<file path="config.mk">
export PLATFORM = sky130hd
export DESIGN_NAME = iter_muldiv
export DESIGN_NICKNAME = d
export VERILOG_FILES = /design/src/rtl/cpu_pkg.sv /design/src/rtl/iter_muldiv.sv
export SDC_FILE = /design/constraint.sdc
export NUM_CORES = 1
export LEC_CHECK = 0
export CELL_PAD_IN_SITES_DETAIL_PLACEMENT = 2
export CELL_PAD_IN_SITES_GLOBAL_PLACEMENT = 2
export CORE_ASPECT_RATIO = 1.2
export CORE_MARGIN = 3
export CORE_UTILIZATION = 32
export CTS_BUF_LIST = sky130_fd_sc_hd__clkbuf_4
export CTS_CLUSTER_SIZE = 40
export DETAILED_ROUTE_END_ITERATION = 8
export GPL_TIMING_DRIVEN = 0
export PLACE_DENSITY_LB_ADDON = 0.1
export SYNTH_ARGS = -nofsm -noshare
export SYNTH_HDL_FRONTEND = slang
export SYNTH_SLANG_ARGS = --single-unit
export TNS_END_PERCENT = 30
</file>
<file path="constraint.sdc">
create_clock -name clk_i -period 3.4 [get_ports clk_i]
set_clock_uncertainty 0.05 [all_clocks]
set_input_delay 0.34 -clock clk_i [delete_from_list [all_inputs] [get_ports clk_i]]
set_output_delay 0.34 -clock clk_i [all_outputs]
set_load 0.02 [all_outputs]
</file>
<file path="src/rtl/cpu_pkg.sv">
// Shared CPU definitions for the EX-stage multiply/divide unit.
//   op_e     : encodings of the op_i port (MULT, MULTU, DIV, DIVU)
//   state_e  : iterative mul/div sequencer states
//   MULDIV_WIDTH : default operand width
package cpu_pkg;

  localparam int unsigned MULDIV_WIDTH = 32;

  typedef enum logic [1:0] {
    OP_MULT  = 2'b00,
    OP_MULTU = 2'b01,
    OP_DIV   = 2'b10,
    OP_DIVU  = 2'b11
  } op_e;

  typedef enum logic [1:0] {
    ST_IDLE = 2'b00,
    ST_CALC = 2'b01,
    ST_FIX  = 2'b10
  } state_e;

endpackage

</file>
<file path="src/rtl/iter_muldiv.sv">
// Iterative multiply/divide unit (EX stage).
// One WIDTH-step shift-add multiply or restoring divide per accepted start.
// Ports:
//   clk_i, rst_i (async, active-low)
//   start_i, op_i, data1_i, data2_i : operation request, sampled in IDLE only
//   flush_i                          : abort in-flight op, also blocks a start
//   busy_o                           : high in CALC and FIX
//   done_o                           : one-cycle pulse when hi_o/lo_o update
//   hi_o / lo_o                      : product high/low, or remainder/quotient
//   div_zero_o                       : last completed op divided by zero
module iter_muldiv
  import cpu_pkg::*;
#(
  parameter int unsigned WIDTH = MULDIV_WIDTH
) (
  input  logic             clk_i,
  input  logic             rst_i,
  input  logic             start_i,
  input  logic [1:0]       op_i,
  input  logic [WIDTH-1:0] data1_i,
  input  logic [WIDTH-1:0] data2_i,
  input  logic             flush_i,
  output logic             busy_o,
  output logic             done_o,
  output logic [WIDTH-1:0] hi_o,
  output logic [WIDTH-1:0] lo_o,
  output logic             div_zero_o
);

  localparam int unsigned CW = $clog2(WIDTH) + 1;

  state_e             state_q, state_d;
  op_e                op_q, op_d;
  logic [CW-1:0]      cnt_q, cnt_d;
  logic [2*WIDTH:0]   acc_q, acc_d;
  logic [WIDTH:0]     b_q, b_d;
  logic               neg_lo_q, neg_lo_d;
  logic               neg_hi_q, neg_hi_d;
  logic [WIDTH-1:0]   hi_q, hi_d, lo_q, lo_d;
  logic               dz_q, dz_d, done_q, done_d;

  // Operand capture: magnitudes of signed operands.
  logic               signed_in, a_neg, b_neg;
  logic [WIDTH-1:0]   mag_a, mag_b;

  assign signed_in = (op_i == OP_MULT) || (op_i == OP_DIV);
  assign a_neg     = signed_in & data1_i[WIDTH-1];
  assign b_neg     = signed_in & data2_i[WIDTH-1];
  assign mag_a     = a_neg ? -data1_i : data1_i;
  assign mag_b     = b_neg ? -data2_i : data2_i;

  // Multiply step: add multiplicand into the upper half when the multiplier
  // LSB (acc bit 0) is set, then shift the whole accumulator right.
  logic [WIDTH:0]     mul_sum;
  logic [2*WIDTH:0]   mul_next;

  assign mul_sum  = acc_q[2*WIDTH:WIDTH] + b_q;
  assign mul_next = acc_q[0] ? {1'b0, mul_sum, acc_q[WIDTH-1:1]}
                             : {1'b0, acc_q[2*WIDTH:1]};

  // Restoring divide step: shift left, subtract divisor from the partial
  // remainder when it fits, and shift the quotient bit into the LSB.
  logic [2*WIDTH:0]   div_shl, div_next;
  logic               div_fits;

  assign div_shl  = {acc_q[2*WIDTH-1:0], 1'b0};
  assign div_fits = div_shl[2*WIDTH:WIDTH] >= b_q;
  assign div_next = div_fits ? {div_shl[2*WIDTH:WIDTH] - b_q, div_shl[WIDTH-1:1], 1'b1}
                             : div_shl;

  // Sign fix-up of the finished magnitudes.
  logic               is_mul_q;
  logic [2*WIDTH-1:0] prod_fix;
  logic [WIDTH-1:0]   quo_fix, rem_fix;

  assign is_mul_q = (op_q == OP_MULT) || (op_q == OP_MULTU);
  assign prod_fix = neg_lo_q ? -acc_q[2*WIDTH-1:0] : acc_q[2*WIDTH-1:0];
  assign quo_fix  = neg_lo_q ? -acc_q[WIDTH-1:0] : acc_q[WIDTH-1:0];
  assign rem_fix  = neg_hi_q ? -acc_q[2*WIDTH-1:WIDTH] : acc_q[2*WIDTH-1:WIDTH];

  always_comb begin
    state_d  = state_q;
    op_d     = op_q;
    cnt_d    = cnt_q;
    acc_d    = acc_q;
    b_d      = b_q;
    neg_lo_d = neg_lo_q;
    neg_hi_d = neg_hi_q;
    hi_d     = hi_q;
    lo_d     = lo_q;
    dz_d     = dz_q;
    done_d   = 1'b0;

    case (state_q)
      ST_IDLE: begin
        if (start_i && !flush_i) begin
          state_d  = ST_CALC;
          op_d     = op_e'(op_i);
          cnt_d    = '0;
          acc_d    = {{(WIDTH+1){1'b0}}, mag_a};
          b_d      = {1'b0, mag_b};
          neg_lo_d = a_neg ^ b_neg;
          // Remainder follows the dividend; product sign uses both.
          neg_hi_d = op_i[1] ? a_neg : (a_neg ^ b_neg);
        end
      end
      ST_CALC: begin
        if (flush_i) begin
          state_d = ST_IDLE;
        end else begin
          acc_d = is_mul_q ? mul_next : div_next;
          cnt_d = cnt_q + 1'b1;
          if (cnt_q == CW'(WIDTH - 1)) state_d = ST_FIX;
        end
      end
      ST_FIX: begin
        state_d = ST_IDLE;
        if (!flush_i) begin
          done_d = 1'b1;
          if (is_mul_q) begin
            hi_d = prod_fix[2*WIDTH-1:WIDTH];
            lo_d = prod_fix[WIDTH-1:0];
            dz_d = 1'b0;
          end else if (b_q == '0) begin
            // With a zero divisor every trial subtract succeeds, so the
            // remainder ends as |dividend|; re-applying the dividend sign
            // recovers data1_i exactly as sampled.
            hi_d = rem_fix;
            lo_d = '1;
            dz_d = 1'b1;
          end else begin
            hi_d = rem_fix;
            lo_d = quo_fix;
            dz_d = 1'b0;
          end
        end
      end
      default: state_d = ST_IDLE;
    endcase
  end

  always_ff @(posedge clk_i or negedge rst_i) begin
    if (!rst_i) begin
      state_q  <= ST_IDLE;
      op_q     <= OP_MULT;
      cnt_q    <= '0;
      acc_q    <= '0;
      b_q      <= '0;
      neg_lo_q <= 1'b0;
      neg_hi_q <= 1'b0;
      hi_q     <= '0;
      lo_q     <= '0;
      dz_q     <= 1'b0;
      done_q   <= 1'b0;
    end else begin
      state_q  <= state_d;
      op_q     <= op_d;
      cnt_q    <= cnt_d;
      acc_q    <= acc_d;
      b_q      <= b_d;
      neg_lo_q <= neg_lo_d;
      neg_hi_q <= neg_hi_d;
      hi_q     <= hi_d;
      lo_q     <= lo_d;
      dz_q     <= dz_d;
      done_q   <= done_d;
    end
  end

  assign busy_o     = (state_q != ST_IDLE);
  assign done_o     = done_q;
  assign hi_o       = hi_q;
  assign lo_o       = lo_q;
  assign div_zero_o = dz_q;

endmodule

</file>
==> impl_metrics.json, run 1 <==
{
  "hold_path.class": "in -> reg",
  "viasPerCell": 5.820,
  "sw_frac_of_total": 0.5531,
  "rsz0062_at_grt": "yes",
  "fin_setup_tns_ns": -0.01728,
  "worstSetupPathType": "reg -> reg",
  "postSynthCellCount": 1929,
  "vdd_drop_max_uv": 330.1,
  "r2r_start": "acc_q[31]$_DFFE_PN0P_",
  "synth_common_cells": "239 x nand2_1, 206 x o21ai_0, 174 x dfrtp_1",
  "multi_input_comb_area_mm2": 0.01023,
  "power.share.clock": 0.077,
  "antenna_found_initial": 2,
  "placed_cells": 2674,
  "p_comb_frac": 0.699,
  "cts-root-buf": "clkbuf_4",
  "fmax_mhz": 292.6,
  "yosys-top-cells-area": "dfrtp_1 29%, o21ai_0 6.9%, nand2_1 6.0%",
  "num-fill-cells": 5310,
  "synth_top_cell_area_share": 0.2924,
  "start_util": 0.3280,
  "drc": 0,
  "fin_crit_sh": 1.005,
  "h-tree-depth": 4,
  "critPathTopFamily": "compound AO/OA/AOI/OAI gates",
  "synth_top_family_by_area": "compound AO/OA/AOI/OAI gates",
  "yosysMostFrequentCell": "nand2_1",
  "crit_start": "acc_q[31]$_DFFE_PN0P_",
  "power_density_mw_per_mm2": 815.3,
  "crit_chain": "inv_2 > ha_1 > inv_1 > fa_1 > a21oi_2 > o211ai_1 > a21o_1 > a2111oi_4 > nor3_1 > a211oi_2 > mux2i_1 > o21ai_0",
  "clk_pin_slew_ns": 0.17,
  "gr-total-overflow": 0,
  "synth_edf_count": 0,
  "clock_latency_ns": 0.71,
  "synth-compound-area-share": 0.2556,
  "io-pin-count": 137,
  "synth-simple-area-share": 0.2098,
  "synth_area_mm2": 0.01489,
  "setup_viol": 1,
  "row_count": 85,
  "first_iter_violations": 839,
  "fp.dieW_um": 202.9,
  "finalNetCount": 2259,
  "timing.slew.headroom": 0.2861,
  "crit_required_ns": 3.93,
  "seq_area_frac_synth": 0.2924,
  "dieHeight_um": 242.3,
  "dr.pass1.iters": 5,
  "synth.mux.area_fraction": 0.03108,
  "slowest_delay_ns": 0.48,
  "synthDistinctLibCells": 79,
  "cts.sinks": 174,
  "wire_per_inst_um": 25.62,
  "crit_arrival_ns": 3.95,
  "slew_viol_final": 0,
  "async_flop_share": 1.000,
  "fin_ws_ns": -0.01728,
  "start_kind": "register",
  "hold_violations": 0,
  "hpwl_um": 55460,
  "failed_checks": "setup timing",
  "io_buffer_count": 135,
  "synth_flop_cell": "dfrtp_1",
  "crit_buf_inv": 2,
  "tightest_slew_ns": 1.057,
  "grt_max_degree": 98,
  "vias": 15958,
  "endpoint_kind": "register",
  "netSwitchingPower_w": 0.008205,
  "syn_to_final_growth_pct": 22.18,
  "min_period_ns": 3.417,
  "syn_nets": 2070,
  "grt_pass1_wl_um": 107200,
  "min-delay-start": "op_i[0]",
  "grt_pass1_vias": 17086,
  "grt_usage": 0.2808,
  "crit_fanout": 5,
  "final_layout_size_suffix_gt1_frac": 0.1094,
  "status": "complete, but fails checks",
  "yosys_register_bits": 174,
  "cts_made_buffers": 17,
  "instances_no_fill": 2742,
  "core_area_mm2": 0.04541,
  "slowest_stage": "dfrtp_2",
  "dieArea_mm2": 0.04918,
  "tritoncts": "yes",
  "seq_area_mm2": 0.004410,
  "yosysTopAreaCell": "dfrtp_1",
  "synthXorXnorAreaFrac": 0.09880,
  "cts_buffer_depth": 2,
  "drtAntennaViolNets": 0,
  "internal-power_w": 0.006629,
  "drv_cap": 0,
  "ys_warn_count": 0,
  "pwr-share-seq": 0.224,
  "place_congestion": 0.9190,
  "synthAdderAreaFrac": 0.06066,
  "drt_wl_total_um": 70240,
  "postSynthAreaPerCell_um2": 7.721,
  "p_leak_nw": 7.289
}
[tightest hold or removal path: stages]
cell      delay [ns]
clkbuf_1        0.20
a21oi_1         0.20
o22ai_1         0.10
[cell type report]
type / instances / share of cell area
diodes: 3 / 0.0004126
plain buffers: 112 / 0.02812
clock buffers: 18 / 0.007426
clock inverters: 13 / 0.005020
inverters: 79 / 0.01630
multi-input cells: 1551 / 0.5625
flip-flops and latches: 174 / 0.2424
well taps: 609 / 0.04188
repair buffers: 183 / 0.09599
[per-stage QoR]
step                hold WS [ns]  cell area (um2)  power [W]  worst slack (ns)    util
floorplan              -0.005591            14900   0.008932           0.07109       -
global placement          0.4181            17010    0.01207            -5.788  0.3745
detailed placement        0.3053            17040    0.01235            -1.075  0.3753
CTS                       0.1216            17840    0.01426         -0.008555  0.3929
global route              0.1185            18200    0.01584          -0.09968  0.4007
finish                    0.1039            18200    0.01483          -0.01728  0.4007
[logic make-up (layout without fill, tap and decap cells)]
family | after synthesis | count (layout)
buffers and inverters | 204 | 405
flip-flops | 174 | 174
AO/OA/AOI/OAI | 618 | 618
AND/OR/NAND/NOR | 648 | 648
adder cells (fa/ha/maj) | 71 | 71
other | 0 | 3
XOR/XNOR | 168 | 168
multiplexers | 46 | 46
[registers in the layout, indices dropped and copies added, names as in the netlist]
name	flops
acc_q	65
b_q	32
hi_o	32
lo_o	32
cnt_q	6
state_q	2
div_zero_o	1
done_o	1
neg_hi_q	1
neg_lo_q	1
op_q	1
[routing by layer]
metal,vias to the layer above,track usage,part of all wire
met5,-,0,0
met4,0,0.1291,0.052
met3,119,0.02782,0.030
met2,321,0.4891,0.49
met1,8199,0.3488,0.43
li1,7319,-,-
[cell usage in the layout (no fill, tap or decap), types with 20 or more instances in the layout]
master,n
xnor2_1,83
clkbuf_1,90
a21o_1,20
nor3_1,41
mux2i_1,44
dfrtp_1,129
nand4_1,23
ha_1,48
nor4_1,26
dfrtp_2,45
a21oi_1,154
xor2_1,84
a31oi_1,25
clkdlybuf4s50_1,134
o31ai_1,20
o211ai_1,29
nor2_1,147
or3_1,24
nand2_1,237
nand3_1,23
buf_4,46
nor2b_1,21
inv_1,76
o21ai_0,199
[power groups by stage]
stage               clock network, W  logic [W]  registers, W
floorplan                          0    0.00605       0.00288
global placement                   0    0.00870       0.00336
detailed placement                 0    0.00896       0.00338
CTS                          0.00117    0.00980       0.00330
global route                 0.00125     0.0112       0.00336
finish                       0.00114     0.0104       0.00332
[timing repair]
action | in CTS | in global routing
hold endpoints to repair | 77 | 0
cloned | 2 | 0
pin swaps | 11 | 16
hold buffers | 1 | 0
resized for setup | 109 | 62
setup buffers | 27 | 17
setup endpoints to repair | 67 | 56
[path summary, 6_finish.rpt]
path / cells past startpoint / end / slack (ns)
setup / recovery: 12 / acc_q[64]$_DFFE_PN0P_ / -0.02
hold / removal: 3 / b_q[31]$_DFFE_PN0P_ / 0.10
setup reg to reg: 12 / acc_q[64]$_DFFE_PN0P_ / -0.02
hold reg to reg: 2 / hi_o[17]$_DFFE_PN0P_ / 0.45
max in group asynchronous: 3 / acc_q[60]$_DFFE_PN0P_ / 2.20
min in group asynchronous: 2 / acc_q[12]$_DFFE_PN0P_ / 0.11
Note: power is estimated with default switching activity, not from simulation.
==> inputs of run 2 (changes only) <==
--- a/config.mk
+++ b/config.mk
@@ -13,7 +13,7 @@
 export CTS_BUF_LIST = sky130_fd_sc_hd__clkbuf_4
 export CTS_CLUSTER_SIZE = 40
 export DETAILED_ROUTE_END_ITERATION = 8
-export GPL_TIMING_DRIVEN = 0
+export GPL_TIMING_DRIVEN = 1
 export PLACE_DENSITY_LB_ADDON = 0.1
 export SYNTH_ARGS = -nofsm -noshare
 export SYNTH_HDL_FRONTEND = slang
==> run 2 against run 1 <==
The run now ends clean. Clock power rose by 22%. Setup slack improved by 0.038 ns. Sequential power fell by 11%. Largest cell class unchanged. Largest power group unchanged. Highest routed layer unchanged.
==> impl_metrics.json, run 2 (same netlist as run 1, synthesis figures left out) <==
{
  "cts_buffer_depth": 2,
  "slowest_stage": "or4bb_1",
  "final_cell_mix": "238 x nand2_1, 209 x buf_4, 205 x o21ai_0, 164 x dfrtp_1, 159 x a21oi_1",
  "setup.worst_path.end": "acc_q[62]$_DFFE_PN0P_",
  "grt_max_degree": 84,
  "vdd_drop_max_uv": 293.2,
  "drc": 0,
  "crit_buf_inv": 3,
  "cts.sinks": 174,
  "dr.pass1.iters": 5,
  "clk_pin_slew_ns": 0.19,
  "tritoncts": "yes",
  "rsz0062_at_grt": "yes",
  "io-pin-count": 137,
  "cts_made_buffers": 17,
  "drt_wl_total_um": 70680,
  "crit_arrival_ns": 3.91,
  "power.share.clock": 0.092,
  "reg2reg_to": "acc_q[62]$_DFFE_PN0P_",
  "start_kind": "register",
  "final_layout_size_suffix_gt1_frac": 0.1449,
  "antenna_found_initial": 1,
  "fp.dieW_um": 202.9,
  "tightest_slew_ns": 0.9042,
  "syn_to_final_growth_pct": 25.87,
  "critical_path_cell_count": 12,
  "drtAntennaViolNets": 0,
  "core_area_mm2": 0.04541,
  "row_count": 85,
  "worstSetupPathType": "reg -> reg",
  "hpwl_um": 56310,
  "status": "finished clean",
  "viasPerCell": 5.773,
  "endpoint_kind": "register",
  "top_usage_layer": "met2",
  "clock_latency_ns": 0.70,
  "setup_viol": 0,
  "slew_viol_final": 0,
  "fin_setup_tns_ns": 0,
  "h-tree-depth": 4,
  "largest_reg_flops": 65,
  "dieHeight_um": 242.3,
  "grt_pass1_vias": 17308,
  "reg2reg_slack_ns": 0.02,
  "p_leak_nw": 7.991,
  "cts-root-buf": "clkbuf_4",
  "slowest_delay_ns": 0.49,
  "finalNetCount": 2315,
  "whs_ns": 0.06878,
  "vias": 16147,
  "power_density_mw_per_mm2": 812.1,
  "crit_fanout": 7,
  "num-fill-cells": 5206,
  "sw_frac_of_total": 0.5261,
  "start_util": 0.3280,
  "crit_start": "b_q[19]$_DFFE_PN0P_",
  "timing.slew.headroom": 0.3908,
  "layout_commonest_cell": "nand2_1",
  "r2r_cells": 12,
  "r2r_start": "b_q[19]$_DFFE_PN0P_",
  "crit_required_ns": 3.93,
  "hold_violations": 0,
  "grt_use_met2": 0.5127,
  "grt_pass1_wl_um": 107500,
  "fmax_mhz": 295.9,
  "p_comb_frac": 0.715,
  "netSwitchingPower_w": 0.008010,
  "regMostFlops": "acc_q",
  "gr-total-overflow": 0,
  "crit_chain": "inv_1 > ha_1 > nand4_1 > or3_1 > or4_1 > o211ai_1 > a211oi_4 > buf_4 > buf_4 > or4bb_1 > mux2i_1 > nor2_1",
  "fin_crit_sh": 0.9940,
  "min_period_ns": 3.380,
  "dieArea_mm2": 0.04918,
  "first_iter_violations": 871,
  "place_congestion": 0.9144,
  "grtUsageMet1": 0.3323,
  "use_met3": 0.02768,
  "grt_usage": 0.2824,
  "io_buffer_count": 136,
  "pwr-share-seq": 0.193,
  "internal-power_w": 0.007214,
  "critPathTopFamily": "simple AND/OR/NAND/NOR gates",
  "wire_per_inst_um": 25.27,
  "hold_path.class": "in -> async",
  "critical_path.most_common_cell": "buf_4",
  "drv_cap": 0
}
[run 2: changes by cell type in the layout (fill, tap and decap cells not counted), sizes merged]
cell | previous run | this run
clkinv | 5 | 3
clkdlybuf4s15 | 1 | 0
inv | 83 | 87
diode | 3 | 1
clkinvlp | 4 | 2
clkdlybuf4s50 | 134 | 135
bufinv | 0 | 2
buf | 61 | 215
clkbuf | 116 | 17
[run 2: worst min path at each step]
stage	start	endpoint	slack (ns)	depth (start not counted)
2_1_floorplan	rst_i	acc_q[0]$_DFFE_PN0P_	-0.006	0
3_3_place_gp	rst_i	acc_q[10]$_DFFE_PN0P_	0.22	1
3_5_place_dp	rst_i	acc_q[10]$_DFFE_PN0P_	0.22	1
4_1_cts	rst_i	acc_q[10]$_DFFE_PN0P_	0.007	2
5_1_grt	rst_i	acc_q[10]$_DFFE_PN0P_	0.03	2
6_report	rst_i	acc_q[9]$_DFFE_PN0P_	0.07	2
[run 2: layer usage]
layer | share of wire | vias to the layer above
li1 | - | 7433
met1 | 0.41 | 8251
met2 | 0.51 | 341
met3 | 0.027 | 122
met4 | 0.052 | 0
met5 | 0 | -
[run 2: metrics by stage]
step | area (um2) | cells | utilization | total power, W | setup WS [ns]
2_1_floorplan | 14900 | 1929 | - | 0.008932 | 0.07109
3_3_place_gp | 18120 | 2746 | 0.3990 | 0.01296 | -0.2786
3_5_place_dp | 18120 | 2746 | 0.3990 | 0.01329 | -0.2712
4_1_cts | 18450 | 2781 | 0.4064 | 0.01482 | 0.009232
5_1_grt | 18750 | 2797 | 0.4128 | 0.01630 | -0.04283
6_report | 18750 | 2797 | 0.4128 | 0.01522 | 0.02043
[run 2: area by class of cell]
class,count,area [um2],share of cell area
Inverter,79,296.5,0.01582
Tap cell,609,762.0,0.04065
Multi-Input combinational cell,1551,9977,0.5322
Timing Repair Buffer,351,3033,0.1618
Sequential cell,174,4369,0.2331
Antenna cell,1,2.502,0.0001335
Clock inverter,15,177.7,0.009478
Clock buffer,17,127.6,0.006808
[run 2: what timing repair did]
item / 4_1_cts / 5_1_grt
pin swaps: 1 / 4
endpoints found under the hold margin: 174 / 0
setup buffers: 2 / 15
hold buffers: 1 / 0
endpoints found under the setup margin: 14 / 24
gates cloned: 0 / 0
gates resized for setup: 3 / 37
[run 2: power by group through the flow]
stage                     combinational, W  clock (W)  sequential [W]
after global routing                0.0118    0.00152         0.00299
after global placement              0.0100          0         0.00294
after floorplan                    0.00605          0         0.00288
final                               0.0109    0.00139         0.00294
after detailed placement            0.0103          0         0.00297
after CTS                           0.0104    0.00145         0.00293
==> inputs of run 3 (changes only) <==
==> constraint.sdc (replaced) <==
create_clock -name clk_i -period 3 [get_ports clk_i]
set_clock_uncertainty 0.05 [all_clocks]
set_input_delay 0.3 -clock clk_i [delete_from_list [all_inputs] [get_ports clk_i]]
set_output_delay 0.3 -clock clk_i [all_outputs]
set_load 0.02 [all_outputs]
==> run 3 against run 2 <==
The run now ends with setup timing left. Non-clock buffer count grew 165. Clock-buffer cell count is the same. Clock power grew 8%. Combinational power grew 50%. Worst hold slack lost 0.037 ns. First-iteration DRC count grew 4.7%. Critical path type unchanged. Critical endpoint is now acc_q[59]$_DFFE_PN0P_. Largest power group unchanged.
==> impl_metrics.json, run 3 (same netlist as run 1, synthesis figures left out) <==
{
  "sw_frac_of_total": 0.5126,
  "placed_cells": 2891,
  "r2r_cells": 13,
  "place_congestion": 0.9654,
  "drtAntennaViolNets": 0,
  "io-pin-count": 137,
  "wire_per_inst_um": 26.21,
  "vias": 17145,
  "final_cell_mix": "351 x buf_4, 223 x nand2_1, 193 x o21ai_0, 163 x dfrtp_1, 141 x nor2_1",
  "fmax_mhz": 309.7,
  "fin_area_mm2": 0.02095,
  "timing.slew.headroom": 0.3655,
  "grt_pass1_wl_um": 117700,
  "fp.dieW_um": 202.9,
  "antenna_found_initial": 3,
  "grt_max_degree": 77,
  "row_count": 85,
  "cts.sinks": 174,
  "reg2reg_to": "acc_q[59]$_DFFE_PN0P_",
  "regMostFlops": "acc_q",
  "tightest_slew_ns": 0.9418,
  "layout_commonest_cell": "buf_4",
  "power_density_mw_per_mm2": 1007,
  "tritoncts": "yes",
  "cts-root-buf": "clkbuf_4",
  "netSwitchingPower_w": 0.01081,
  "power.share.clock": 0.071,
  "drv_cap": 0,
  "grt_usage": 0.3079,
  "dieArea_mm2": 0.04918,
  "status": "complete, but fails checks",
  "crit_required_ns": 3.59,
  "fin_setup_tns_ns": -5.560,
  "dr.pass1.iters": 7,
  "rsz0062_at_grt": "yes",
  "failed_checks": "setup timing",
  "multi_input_comb_area_mm2": 0.01073,
  "seq_area_mm2": 0.004370,
  "slew_viol_final": 0,
  "drc": 0,
  "grt_pass1_vias": 19138,
  "instances_no_fill": 2964,
  "p_leak_nw": 8.983,
  "hold_path.class": "in -> async",
  "syn_to_final_growth_pct": 40.66,
  "setup_viol": 35,
  "num-fill-cells": 5120,
  "finalNetCount": 2482,
  "largest_reg_flops": 65,
  "worstSetupPathType": "reg -> reg",
  "cts_buffer_depth": 2,
  "reg2reg_slack_ns": -0.23,
  "p_comb_frac": 0.771,
  "first_iter_violations": 912,
  "fin_ws_ns": -0.2293,
  "io_buffer_count": 136,
  "crit_start": "b_q[2]$_DFFE_PN0P_",
  "dieHeight_um": 242.3,
  "gr-total-overflow": 0,
  "drt_wl_total_um": 77670,
  "hpwl_um": 58650,
  "crit_arrival_ns": 3.82,
  "internal-power_w": 0.01028,
  "start_util": 0.3280,
  "crit_fanout": 5,
  "viasPerCell": 5.784,
  "pwr-share-seq": 0.158,
  "cts_made_buffers": 17,
  "start_kind": "register",
  "clk_pin_slew_ns": 0.21,
  "vdd_drop_max_uv": 480.2,
  "final_layout_size_suffix_gt1_frac": 0.2579,
  "core_area_mm2": 0.04541,
  "r2r_start": "b_q[2]$_DFFE_PN0P_",
  "hold_violations": 0,
  "min_period_ns": 3.229,
  "endpoint_kind": "register",
  "clock_latency_ns": 0.72,
  "h-tree-depth": 4,
  "fin_crit_sh": 1.076,
  "dpl_cell_area_mm2": 0.01929
}
==> run 3: cell count changes in the layout (fill, tap and decap cells not counted), moves of 7 or more <==
| cell | delta |
|---|---|
| a21oi_1 | -22 |
| a21oi_2 | +19 |
| buf_12 | +10 |
| buf_4 | +142 |
| buf_6 | +9 |
| ha_1 | -19 |
| ha_4 | +16 |
| inv_1 | -12 |
| inv_2 | +10 |
| nand2_1 | -15 |
| nand2_2 | +14 |
| o21ai_0 | -12 |
| o21ai_1 | +7 |
==> run 3: worst max-delay path, stage by stage, from the launching register on <==
cell and delay, ns:
dfrtp_1 0.42, inv_2 0.06, ha_4 0.28, buf_6 0.09
nand3_2 0.05, or4_4 0.53, or4_4 0.51, o211ai_1 0.14
buf_4 0.20, a211oi_4 0.10, buf_6 0.17, nor3b_4 0.18
mux2i_1 0.10, a32o_2 0.26
==> run 3: area by class of cell <==
| class | instances | area share |
|---|---|---|
| Tap cell | 609 | 0.03637 |
| Sequential cell | 174 | 0.2086 |
| Multi-Input combinational cell | 1553 | 0.5123 |
| Clock inverter | 15 | 0.007048 |
| Clock buffer | 17 | 0.006092 |
| Inverter | 79 | 0.01439 |
| Timing Repair Buffer | 516 | 0.2151 |
| Antenna cell | 1 | 0.0001195 |
==> run 3: power by group through the flow <==
stage / Clock, W / Sequential [W] / Combinational, W
2_1_floorplan: 0 / 0.00327 / 0.00689
3_3_place_gp: 0 / 0.00327 / 0.0127
6_report: 0.00150 / 0.00334 / 0.0163
4_1_cts: 0.00154 / 0.00330 / 0.0154
3_5_place_dp: 0 / 0.00330 / 0.0131
5_1_grt: 0.00161 / 0.00338 / 0.0173
==> run 3: worst max-delay path by stage <==
| stage | endpoint | cells after the start |
|---|---|---|
| after floorplan | hi_o[28]$_DFFE_PN0P_ | 12 |
| after global placement | acc_q[64]$_DFFE_PN0P_ | 12 |
| after detailed placement | b_q[28]$_DFFE_PN0P_ | 8 |
| after CTS | acc_q[59]$_DFFE_PN0P_ | 11 |
| after global routing | acc_q[62]$_DFFE_PN0P_ | 10 |
| final | acc_q[59]$_DFFE_PN0P_ | 13 |
==> run 3: layer usage <==
metal	GRT usage	vias to the layer above	part of all wire
met5	0	-	0.00022
met2	0.5432	402	0.51
met1	0.3754	8828	0.42
met4	0.1288	2	0.041
met3	0.04059	148	0.037
li1	-	7765	-
==> run 3: stage by stage <==
step / hold slack [ns] / setup slack, ns / power (W) / util
2_1_floorplan: -0.04559 / -0.07085 / 0.01015 / -
3_3_place_gp: 0.2328 / -0.5645 / 0.01596 / 0.4248
3_5_place_dp: 0.2465 / -0.6734 / 0.01645 / 0.4248
4_1_cts: 0.005574 / -0.1424 / 0.02028 / 0.4557
5_1_grt: 0.03347 / -0.3198 / 0.02227 / 0.4613
6_report: 0.03215 / -0.2293 / 0.02110 / 0.4613
==> run 3: what timing repair did <==
item,4_1_cts,5_1_grt
setup endpoints to repair,50,60
gates resized for setup,141,74
hold buffers,1,0
hold endpoints to repair,153,0
buffers inserted,31,8
pin swaps,62,44
gates cloned,8,0
